--- config.mk ---
export PLATFORM = sky130hd
export DESIGN_NAME = sram_port_arbiter
export DESIGN_NICKNAME = d
export VERILOG_FILES = /design/src/rtl/sram_port_arbiter.sv
export SDC_FILE = /design/constraint.sdc
export NUM_CORES = 1
export LEC_CHECK = 0
export BUFFER_PORTS_ARGS = -buffer_cell sky130_fd_sc_hd__buf_2
export CORE_AREA = 3 3 106 108
export DETAILED_ROUTE_END_ITERATION = 12
export DIE_AREA = 0 0 109 111
export MAX_ROUTING_LAYER = met4
export PLACE_DENSITY = 0.49
export SYNTH_ARGS = -nofsm -noshare
export SYNTH_HDL_FRONTEND = slang
export SYNTH_SLANG_ARGS = --single-unit
--- constraint.sdc ---
create_clock -name clk -period 2.3 [get_ports clk]
set_clock_uncertainty 0.05 [all_clocks]
set_input_delay 0 -clock clk [delete_from_list [all_inputs] [get_ports clk]]
set_output_delay 0 -clock clk [all_outputs]
set_load 0.01 [all_outputs]
--- src/rtl/sram_port_arbiter.sv ---
// Arbitrates one single-port synchronous SRAM between fetch (inst_*) and load/store (data_*) requesters.
// Data side has priority; a starvation counter forces a fetch grant after STARVE_LIMIT denied cycles.
module sram_port_arbiter #(
  parameter int unsigned ADDR_W       = 32,
  parameter int unsigned DATA_W       = 32,
  parameter int unsigned STARVE_LIMIT = 4,
  parameter int unsigned CNT_W        = 3
) (
  input  logic                clk,
  input  logic                resetn,
  input  logic                inst_req,
  input  logic [ADDR_W-1:0]   inst_addr,
  output logic                inst_addr_ok,
  output logic                inst_data_ok,
  output logic [DATA_W-1:0]   inst_rdata,
  input  logic                data_req,
  input  logic                data_wr,
  input  logic [DATA_W/8-1:0] data_wstrb,
  input  logic [ADDR_W-1:0]   data_addr,
  input  logic [DATA_W-1:0]   data_wdata,
  output logic                data_addr_ok,
  output logic                data_data_ok,
  output logic [DATA_W-1:0]   data_rdata,
  output logic                sram_en,
  output logic [DATA_W/8-1:0] sram_we,
  output logic [ADDR_W-1:0]   sram_addr,
  output logic [DATA_W-1:0]   sram_wdata,
  input  logic [DATA_W-1:0]   sram_rdata
);

  logic [CNT_W-1:0] starve_cnt;
  logic             force_i;
  logic             gnt_d;
  logic             gnt_i;
  logic             rsp_i;
  logic             rsp_d;

  always_comb begin
    force_i = inst_req & (starve_cnt == CNT_W'(STARVE_LIMIT));
    gnt_d   = resetn & data_req & ~force_i;
    gnt_i   = resetn & inst_req & ~gnt_d;
  end

  always_comb begin
    inst_addr_ok = gnt_i;
    data_addr_ok = gnt_d;
    sram_en      = gnt_d | gnt_i;
    sram_addr    = gnt_d ? data_addr : inst_addr;
    sram_we      = (gnt_d & data_wr) ? data_wstrb : '0;
    sram_wdata   = data_wdata;
  end

  // Responses are gated by resetn so a grant issued just before reset never surfaces as data_ok.
  always_comb begin
    inst_data_ok = rsp_i & resetn;
    data_data_ok = rsp_d & resetn;
    inst_rdata   = sram_rdata;
    data_rdata   = sram_rdata;
  end

  always_ff @(posedge clk) begin
    if (!resetn) begin
      rsp_i      <= 1'b0;
      rsp_d      <= 1'b0;
      starve_cnt <= '0;
    end else begin
      rsp_i <= gnt_i;
      rsp_d <= gnt_d;
      if (inst_req && !gnt_i) begin
        if (starve_cnt != CNT_W'(STARVE_LIMIT))
          starve_cnt <= starve_cnt + 1'b1;
      end else begin
        starve_cnt <= '0;
      end
    end
  end

endmodule

==> impl_metrics.py <==
metrics = {
    "run_status": {
        "status": "finished clean",
    },
    "synthesis": {
        "netlist_area_um2": 1480,
        "avgSynthCellArea_um2": 9.24,
        "ys_ff_latch": 5,
        "ys_seq_area_frac": 0.0677,
        "synth_warnings": 0,
        "syn_inst": 160,
        "synth_fp_nets": 299,
        "yosysUniqueCellTypes": 15,
    },
    "routing": {
        "wire_per_inst_um": 12.2,
        "vias": 1302,
        "ant_nets": 0,
        "drt_iter0_markers": 16,
        "vias_per_cell": 3.43,
        "drt-pass1-iter-count": 4,
        "drc": 0,
        "drt-total-wl_um": 4640,
    },
    "cts": {
        "h-tree-depth": 1,
        "cts-root-buf": "clkbuf_8",
        "clock_path_buffers": 2,
        "cts_tree": "done",
        "post_cts_buffers": 0,
        "cts_resized": 0,
        "cts_inserted_buffers": 3,
        "worstSkewPairLatency_ns": 0.22,
        "clkTransAtPathRegs_ns": 0.04,
        "cts.sinks": 5,
    },
    "power": {
        "p_leak_uw": 0.00115,
        "power.density_nw_per_um2": 299,
        "ir_drop_uv": 144,
    },
    "grt": {
        "grt_pass1_wl_um": 5930,
        "groute.layer.met2.usage": 0.131,
        "grt.overflow.total": 0,
        "grt_use_met1": 0.0565,
        "grt_usage": 0.0632,
        "grt_pass1_vias": 1240,
        "grtUsageMet3": 0.00699,
        "grt_max_degree": 21,
        "antenna_found_initial": 0,
        "gr-max-usage-layer": "met2",
    },
    "worst_setup_path": {
        "rr_startpoint": "starve_cnt[0]",
        "r2r_slack_ns": 1.00,
        "r2r-end": "rsp_i",
        "cp.required_ns": 2.25,
        "path_class": "flip-flop to primary output",
        "worst_setup_path_end_kind": "primary output",
        "worstPathArrival_ns": 1.88,
        "start_kind": "flip-flop",
        "crit_path_max_fanout": 11,
        "reg2reg_depth": 5,
    },
    "timing": {
        "worstMarginPinSlew_ns": 0.268,
        "drv_slew": 0,
        "max-slew-margin-rel": 0.821,
        "fin_crit_sh": 0.840,
        "finalSetupViolCount": 0,
        "rsz0062_at_grt": "false",
        "finalHoldViolCount": 0,
        "fmax_ghz": 0.517,
        "setup_tns_ns": 0,
        "period_needed_ns": 1.93,
    },
    "die": {
        "die_y_um": 111,
        "num_rows": 37,
        "start_util": 0.143,
        "core_um2": 10300,
        "die_area_um2": 12100,
        "io_pins": 274,
        "die_x_um": 109,
    },
    "place": {
        "dpl_cell_area_um2": 1490,
        "dp_hpwl_um": 3210,
        "place.gp.congestion": 0.637,
        "portBuffers": 113,
    },
    "cells_and_area": {
        "final_common_cell": "buf_2",
        "fin_nets": 384,
        "final_cell_area_um2": 2170,
        "n_antenna_cell": 0,
        "layout_common_cells": "buf_2 (113), dlygate4sd3_1 (64), mux2_4 (27)",
        "area_growth_pct": 47.0,
        "drive_above_1_share": 0.619,
    },
    "hold_path": {
        "min_path_type": "primary input to flip-flop",
        "min-delay-start": "inst_req",
        "hold_depth": 2,
        "min_to": "rsp_i",
    },
    "flow_run": {
        "cap_viol_max_count": 0,
    },
}
==> metal layers <==
layer,part of all wire,wire length (um)
met5,0,0
met4,0.012,56
met3,0.12,567
met2,0.56,2610
met1,0.30,1400
==> layout make-up <==
cell class | count | area, um^2
clock buffers | 4 | 45.0
fillers | 1118 | 8150
inverters | 5 | 18.8
multi-input cells | 51 | 604
flip-flops and latches | 5 | 100
well taps | 136 | 170
repair buffers | 179 | 1230
==> state kept, by name (all words and copies together), names as in the netlist <==
signal / flops
starve_cnt: 3
rsp_d: 1
rsp_i: 1
==> worst max path at each step <==
| stage | startpoint | endpoint | slack [ns] | cells past startpoint |
|---|---|---|---|---|
| final | starve_cnt[0] | sram_addr[30] | 0.37 | 7 |
| after global routing | starve_cnt[0] | sram_addr[30] | 0.20 | 7 |
| after CTS | starve_cnt[0] | sram_addr[30] | 0.33 | 7 |
| after detailed placement | starve_cnt[0] | sram_addr[30] | 0.58 | 7 |
| after global placement | starve_cnt[0] | sram_addr[28] | 0.63 | 7 |
| after floorplan | starve_cnt[0] | sram_addr[10] | 0.90 | 6 |
==> through the flow <==
step | utilization | total power [uW] | std cells | setup WS (ns) | hold slack [ns]
floorplan | - | 393 | 160 | 0.899 | 0.0418
global placement | 0.144 | 341 | 312 | 0.634 | -0.0499
detailed placement | 0.144 | 344 | 312 | 0.576 | -0.0499
CTS | 0.210 | 661 | 380 | 0.327 | 0.0199
global route | 0.210 | 692 | 380 | 0.201 | 0.0342
finish | 0.210 | 650 | 380 | 0.367 | 0.0286
==> power by group <==
part / switching [uW] / internal, uW / leakage, uW
sequential: 1.04 / 90.0 / 0.0000409
combinational: 176 / 222 / 0.00109
clock: 42.3 / 119 / 0.0000228
==> cell families (layout without fill, tap and decap cells) <==
| kind of cell | after synthesis | after routing | synth area share |
|---|---|---|---|
| AOI/OAI and AO/OA | 3 | 3 | 0.0152 |
| and+or+nand+nor | 13 | 13 | 0.0576 |
| adders and majority gates | 2 | 2 | 0.0169 |
| muxes | 33 | 33 | 0.319 |
| DFF | 5 | 5 | 0.0677 |
| buffers and inverters | 104 | 188 | 0.523 |
==> cells in the mapped netlist, drive strengths merged <==
library cell | n | area share
and3 | 6 | 0.025
and2 | 2 | 0.0085
nor2 | 2 | 0.0051
mux2 | 32 | 0.31
ha | 2 | 0.017
o21a | 1 | 0.0051
mux2i | 1 | 0.0068
a211oi | 2 | 0.010
inv | 5 | 0.013
nand3 | 3 | 0.019
dfxtp | 5 | 0.068
buf | 99 | 0.51
==> critical path, cell delays in order (launching register included) <==
cell and delay, ns:
dfxtp_1 0.32, inv_1 0.06, ha_1 0.20, nand3_1 0.14, nand3_4 0.17, buf_4 0.27, mux2_2 0.36, buf_2 0.14
==> repair_timing <==
item,CTS,global route
hold endpoints to repair,96,0
setup endpoints to repair,0,0
hold buffers,64,0
Note: power is estimated with default switching activity, not from simulation.
